[config.mk]
export PLATFORM = sky130hd
export DESIGN_NAME = alu_op_sequencer
export DESIGN_NICKNAME = d
export VERILOG_FILES = /design/src/rtl/alu_op_sequencer.sv
export SDC_FILE = /design/constraint.sdc
export NUM_CORES = 1
export LEC_CHECK = 0
export ABC_AREA = 1
export CAP_MARGIN = 20
export CORE_AREA = 2 2 59 61
export DETAILED_ROUTE_END_ITERATION = 8
export DIE_AREA = 0 0 61 63
export PLACE_DENSITY_LB_ADDON = 0.3
export SLEW_MARGIN = 20
export SYNTH_ARGS = -nofsm -noshare
export SYNTH_HDL_FRONTEND = slang
export SYNTH_SLANG_ARGS = --single-unit
[constraint.sdc]
create_clock -name CLK -period 1.6 [get_ports CLK]
set_input_delay 0.32 -clock CLK [delete_from_list [all_inputs] [get_ports CLK]]
set_output_delay 0.32 -clock CLK [all_outputs]
set_load 0.01 [all_outputs]
[src/rtl/alu_op_sequencer.sv]
// Operand-fetch sequencer for the ALU low-operand path: fetches 0-2 immediate bytes,
// keeps OP/OPold (stored inverted) and drives one registered select. Optional: ALU_OPSEQ_B2B_EN.
module alu_op_sequencer (
  input  logic       CLK,
  input  logic       notRST,
  input  logic       start,
  input  logic [2:0] mode,
  input  logic       byte_valid,
  input  logic [7:0] byte_data,
  output logic       byte_ready,
  output logic [7:0] notOP,
  output logic [7:0] notOPold,
  output logic       PA_Select_OP_low,
  output logic       PA_Select_IOP_low,
  output logic       PA_Select_0xffOP_low,
  output logic       PA_Select_OPold_low,
  output logic       PA_Select_OPxx_low,
  output logic       notPA_Select_OPOPold_low,
  output logic       opnd_valid,
  input  logic       opnd_ack,
  output logic       busy,
  output logic       err
);

  typedef enum logic [1:0] {
    ST_IDLE  = 2'd0,
    ST_FETCH = 2'd1,
    ST_VALID = 2'd2
  } state_e;

  localparam logic [5:0] SEL_NONE = 6'b000001;

  state_e     state_q, state_d;
  logic [2:0] mode_q, mode_d;
  logic [1:0] need_q, need_d;
  logic [7:0] notop_q, notop_d;
  logic [7:0] notopold_q, notopold_d;
  logic       err_q, err_d;
  logic       byte_ready_q, byte_ready_d;
  logic       opnd_valid_q, opnd_valid_d;
  logic       busy_q, busy_d;
  logic [5:0] sel_q, sel_d;
  logic       take_req_s;

  function automatic logic mode_legal(input logic [2:0] m);
    return (m <= 3'd5);
  endfunction

  function automatic logic [1:0] bytes_needed(input logic [2:0] m);
    logic [1:0] n;
    case (m)
      3'd2:    n = 2'd2;
      3'd4:    n = 2'd0;
      default: n = 2'd1;
    endcase
    return n;
  endfunction

  always_ff @(posedge CLK or negedge notRST) begin
    if (!notRST) begin
      state_q      <= ST_IDLE;
      mode_q       <= 3'd0;
      need_q       <= 2'd0;
      notop_q      <= 8'hFF;
      notopold_q   <= 8'hFF;
      err_q        <= 1'b0;
      byte_ready_q <= 1'b0;
      opnd_valid_q <= 1'b0;
      busy_q       <= 1'b0;
      sel_q        <= SEL_NONE;
    end else begin
      state_q      <= state_d;
      mode_q       <= mode_d;
      need_q       <= need_d;
      notop_q      <= notop_d;
      notopold_q   <= notopold_d;
      err_q        <= err_d;
      byte_ready_q <= byte_ready_d;
      opnd_valid_q <= opnd_valid_d;
      busy_q       <= busy_d;
      sel_q        <= sel_d;
    end
  end

  always_comb begin
    state_d    = state_q;
    mode_d     = mode_q;
    need_d     = need_q;
    notop_d    = notop_q;
    notopold_d = notopold_q;
    err_d      = 1'b0;
    take_req_s = 1'b0;
    case (state_q)
      ST_IDLE: begin
        if (start) begin
          take_req_s = 1'b1;
        end else begin
          state_d = ST_IDLE;
        end
      end
      ST_FETCH: begin
        // Every accepted byte shifts OP into OPold (registers hold inverted values).
        if (byte_valid && byte_ready_q) begin
          notopold_d = notop_q;
          notop_d    = ~byte_data;
          need_d     = need_q - 2'd1;
          if (need_q == 2'd1) begin
            state_d = ST_VALID;
          end else begin
            state_d = ST_FETCH;
          end
        end else begin
          state_d = ST_FETCH;
        end
      end
      ST_VALID: begin
        if (opnd_ack) begin
          state_d = ST_IDLE;
`ifdef ALU_OPSEQ_B2B_EN
          take_req_s = start;
`else
          take_req_s = 1'b0;
`endif
        end else begin
          state_d = ST_VALID;
        end
      end
      default: begin
        state_d = ST_IDLE;
      end
    endcase

    if (take_req_s) begin
      if (mode_legal(mode)) begin
        mode_d = mode;
        need_d = bytes_needed(mode);
        if (bytes_needed(mode) != 2'd0) begin
          state_d = ST_FETCH;
        end else begin
          state_d = ST_VALID;
        end
      end else begin
        err_d   = 1'b1;
        state_d = ST_IDLE;
      end
    end else begin
      err_d = 1'b0;
    end
  end

  // Outputs are precomputed from next state so they appear together with it.
  always_comb begin
    byte_ready_d = (state_d == ST_FETCH);
    opnd_valid_d = (state_d == ST_VALID);
    busy_d       = (state_d != ST_IDLE);
    sel_d        = SEL_NONE;
    if (state_d == ST_VALID) begin
      case (mode_d)
        3'd0:    sel_d = 6'b100001;
        3'd1:    sel_d = 6'b010001;
        3'd2:    sel_d = 6'b000000;
        3'd3:    sel_d = 6'b001001;
        3'd4:    sel_d = 6'b000101;
        3'd5:    sel_d = 6'b000011;
        default: sel_d = SEL_NONE;
      endcase
    end else begin
      sel_d = SEL_NONE;
    end
  end

  assign byte_ready               = byte_ready_q;
  assign notOP                    = notop_q;
  assign notOPold                 = notopold_q;
  assign opnd_valid               = opnd_valid_q;
  assign busy                     = busy_q;
  assign err                      = err_q;
  assign PA_Select_OP_low         = sel_q[5];
  assign PA_Select_IOP_low        = sel_q[4];
  assign PA_Select_0xffOP_low     = sel_q[3];
  assign PA_Select_OPold_low      = sel_q[2];
  assign PA_Select_OPxx_low       = sel_q[1];
  assign notPA_Select_OPOPold_low = sel_q[0];

endmodule

After elaboration in Yosys (flattened, before gate mapping)
Cells that the tools add are included.

Register bits: 33. Input port bits: 16. Output and inout port bits: 26. Word-level logic and storage cells: 54.

$add $sub $neg: 1. $lt $le $gt $ge: 1. Eq/ne operators: 12. Multiplexer cells: 23. Bitwise operators: 1. Reductions and logical operators: 6.

Operator list (number): one-hot mux 6 bit (6 select lines) (1); 2-to-1 mux 2 bit (13); equality test 3 x 2 -> 1 bit (second input constant) (3); equality test 3 bit (second input constant) (3); NOT 8 bit (1); equality test 2 x 1 -> 1 bit (second input constant) (3); 2-to-1 mux 3 bit (2); 2-to-1 mux 6 bit (1); one-hot mux 2 bit (3 select lines) (1); equality test 2 bit (second input constant) (2); 2-to-1 mux 1 bit (4); one-hot mux 2 bit (2 select lines) (1); nonzero test 2 bit (2); equality test 3 x 1 -> 1 bit (second input constant) (1); less-or-equal comparator 3 bit (second input constant) (1); zero test 3 bit (1); zero test 2 bit (1); AND reduction 2 bit (1); subtractor 2 x 1 -> 2 bit (second input constant) (1); logical AND 1 bit (1).

Logic depth before layout (Yosys ltp)
Depth after elaboration: 10. Mapped depth: 8. Depth with buffers taken out: 8.

Worst setup path before layout
OpenSTA, ideal clock, no wires.

Path type: reg2reg. Start: register need_q[0]. End: register sel_q[1]. Library setup time: 116 ps. Data arrival time: 1026 ps. Required time: 1484 ps. Path slack: 458 ps. Stages on the path, launching flop included: 8. Path buffers: 0. Clock period less this slack: 1142 ps. Path through: dfrtp_1 > ha_1 > nand3_1 > nor2_1 > nor2_1 > nand2_2 > nand2_1 > nor2_1.

Longest elaborated chain between the ends: 7.

RTL lines: start: declaration (RTL line 35) `logic [1:0] need_q, need_d;`; start signal: assignment (RTL line 74) `need_q <= need_d;`; equality test 2 x 1 -> 1 bit (RTL line 107) `if (need_q == 2'd1) begin`; 2-to-1 mux 2 bit (RTL line 107); 2-to-1 mux 2 bit (RTL line 103) `if (byte_valid && byte_ready_q) begin`; one-hot mux 2 bit (3 select lines) (RTL line 93) `case (state_q)`; 2-to-1 mux 2 bit (RTL line 133) `if (take_req_s) begin`; net state_d[1] (RTL line 33) `state_e state_q, state_d;`; equality test 2 bit (RTL line 157) `if (state_d == ST_VALID) begin`; 2-to-1 mux 6 bit (RTL line 157); net sel_d[1] (RTL line 42) `logic [5:0] sel_q, sel_d;`; end signal: assignment (RTL line 81) `sel_q <= sel_d;`; end: declaration (RTL line 42).

The timed path passes the listed nets, and every way through them passes these cells. A chain may end at the register's enable or synchronous reset.

Final worst setup path
Start: register byte_ready_q (netlist: byte_ready). End: output byte_ready.

RTL lines: start: declaration (RTL line 39) `logic byte_ready_q, byte_ready_d;`; start signal: assignment (RTL line 78) `byte_ready_q <= byte_ready_d;`; end: declaration (RTL line 10) `output logic byte_ready,`.

No word-level cell between the ends.

==> flow_summary.yaml <==
finish:
  layout_commonest_cell: "nand2_1"
  layout_common_cells: "nand2_1 (69), clkdlybuf4s50_1 (24), dfstp_2 (17), dlygate4sd2_1 (17)"
  post-route-util_pct: 60.1
  layout.nets: 230
  finalNonFillerCells: 260
  num_antenna_cells: 0
  drive_gt1_share_pct: 15.0
  area_growth_pct: 39.0
global_route:
  grt_pass1_vias: 1211
  use_met3_pct: 5.80
  grt_max_degree: 34
  grt.total_usage_pct: 17.8
  antenna_found_initial: 0
  grt-busiest-layer: "met2"
  overflow: 0
  grt_use_met2_pct: 29.7
  grt_pass1_wl_mm: 5.10
  grt_use_met1_pct: 20.7
pwr:
  ir_drop_uv: 779
  combPwrFrac_pct: 40.2
  switching_share_pct: 36.3
  leakagePower_nw: 0.981
  p_int_mw: 2.10
  power_switching_mw: 1.19
  power.clock.fraction_pct: 14.4
  power_density_mw_per_mm2: 1690
  p_seq_share_pct: 45.4
  power_mw: 3.29
setup_path:
  worstSetupPathType: "reg -> out"
  worstReg2RegEnd: "sel_q[1]"
  r2r_setup_slack_ps: 280
  startpoint: "byte_ready"
  arrival_ps: 1220
  cp-end-kind: "output port"
  reg2regPathDepth: 7
  worstPathRequired_ps: 1280
  critPathTopFamily: "buffers and inverters"
  path_cells: "clkdlybuf4s50_1"
  crit_buf_inv: 1
  r2r-start: "state_q[0]"
  slowest_stage: "clkdlybuf4s50_1"
  slowest_delay_ps: 530
  worstPathMaxFanout: 2
  endpoint: "byte_ready"
  critPathLaunchType: "register"
  cp.depth: 1
drt:
  vias: 1210
  vias_per_cell: 4.65
  drt-total-wl_mm: 2.87
  drt_iter0_drc: 80
  wl_per_cell_um: 11.0
  drt-pass1-iter-count: 5
  drc_errors: 0
  detail-route-antenna-nets: 0
placement:
  dp_hpwl_mm: 2.20
  dpl.cell_count: 251
  pre_cts_ws_ps: 9.99
  numPortBuffers: 41
  globalplace.congestion: 0.895
hold_path:
  hp-class: "in -> async"
timing:
  max_freq_ghz: 0.651
  post-route-min-period_ps: 1540
  fin_crit_sh_pct: 96.0
  finClkSkew_ps: 8.56
  worstMarginPinSlew_ps: 238
  setup_viol: 0
  finalHoldViolations: 0
  grt_setup_unrepaired: "no"
  setup_ws_ps: 63.9
  slew_headroom_pct: 84.1
  maxSlewViolCount: 0
  setup_tns_ps: 0
logic_synthesis:
  yosys_register_bits: 33
  synth_flop_cell: "dfstp_2"
  synth_area_leaders: "dfstp_2 (32%), dfrtp_1 (29%), nand2_1 (19%), nor2_1 (4.3%), o21ai_0 (3.9%)"
  synth_nets: 179
  postSynthAreaPerCell_um2: 8.63
  yosysSeqAreaShare_pct: 60.6
  synth_edf_count: 0
  synth.distinct_cells: 18
  yosysTopAreaCell: "dfstp_2"
  async_reset_ff_share_pct: 100
  syn_inst: 162
  ys_warn_count: 0
  synth.top_cell.area_share_pct: 32.0
  mappedNetlistArea_mm2: 0.00140
floorplan:
  core_area_mm2: 0.00323
  dieArea_mm2: 0.00384
  start_util_pct: 43.2
  die_h_um: 63
  io_pins: 42
  rows: 21
  die_w_um: 61
cts:
  cts_buffers: 5
  clkTransAtPathRegs_ps: 100
  root_buffer: "clkbuf_4"
  clk_latency_ps: 330
  cts-htree-levels: 2
  clk_path_buf_depth: 2
  cts_sinks: 33
  cts_hold_buf: 0
  cts_tree: "built"
run:
  maxCapViolations: 0
status:
  status: "completed"
[power groups by stage]
stage,sequential [mW],clock (mW),combinational [mW]
global route,1.55,0.529,1.53
detailed placement,1.53,0,1.45
CTS,1.50,0.503,1.35
finish,1.49,0.473,1.32
global placement,1.52,0,1.42
floorplan,1.63,0,0.629
[metrics by stage]
stage / cell area, um^2 / hold WS (ps)
after global routing: 1940 / 342
after global placement: 1900 / 451
after detailed placement: 1900 / 453
after CTS: 1940 / 333
final: 1940 / 348
after floorplan: 1400 / 24.4
[worst min-delay path by stage]
stage,end,slack (ps),cells after the start
final,mode_q[1],350,2
after global routing,mode_q[1],340,2
after CTS,mode_q[1],330,2
after floorplan,busy,20,0
after global placement,notOPold[7],450,2
after detailed placement,notOPold[7],450,2
[synth_stat cells (2+ instances only)]
master   number
o21ai_0      11
nand3_1       8
nand4_1       2
dfrtp_1      16
buf_2         2
nand2_1      69
inv_1        12
dfstp_2      17
nor2_1       16
[cells by family after synthesis]
| family | share of synthesized area (%) |
|---|---|
| AO/OA/AOI/OAI | 4.83 |
| XOR/XNOR | 0.627 |
| adder cells (fa/ha/maj) | 0.895 |
| buffers and inverters | 4.21 |
| flip-flops | 60.6 |
| AND/OR/NAND/NOR | 28.8 |
[metal layers]
layer,vias to the layer above,part of all wire (%)
li1,610,-
met2,39,51
met5,-,0
met3,5,5.5
met1,556,42
met4,0,1.6
[layout make-up]
| type | instances | area (um^2) |
|---|---|---|
| clock buffer | 8 | 58.8 |
| fill | 294 | 1290 |
| inverter | 13 | 48.8 |
| multi-input combinational | 114 | 492 |
| sequential | 33 | 847 |
| tap | 46 | 57.6 |
| timing repair buffer | 46 | 439 |
[flip-flops by register name, summed over array words and instances, names as in the netlist]
register,count
notOP,8
err,1
busy,1
sel_q,6
opnd_valid,1
state_q,2
need_q,2
mode_q,3
byte_ready,1
notOPold,8
[timing repair]
action,4_1_cts,5_1_grt
resized for setup,17,0
endpoints found under the hold margin,0,0
setup endpoints to repair,18,0
buffers inserted,1,0
(Power assumes the default switching activity.)
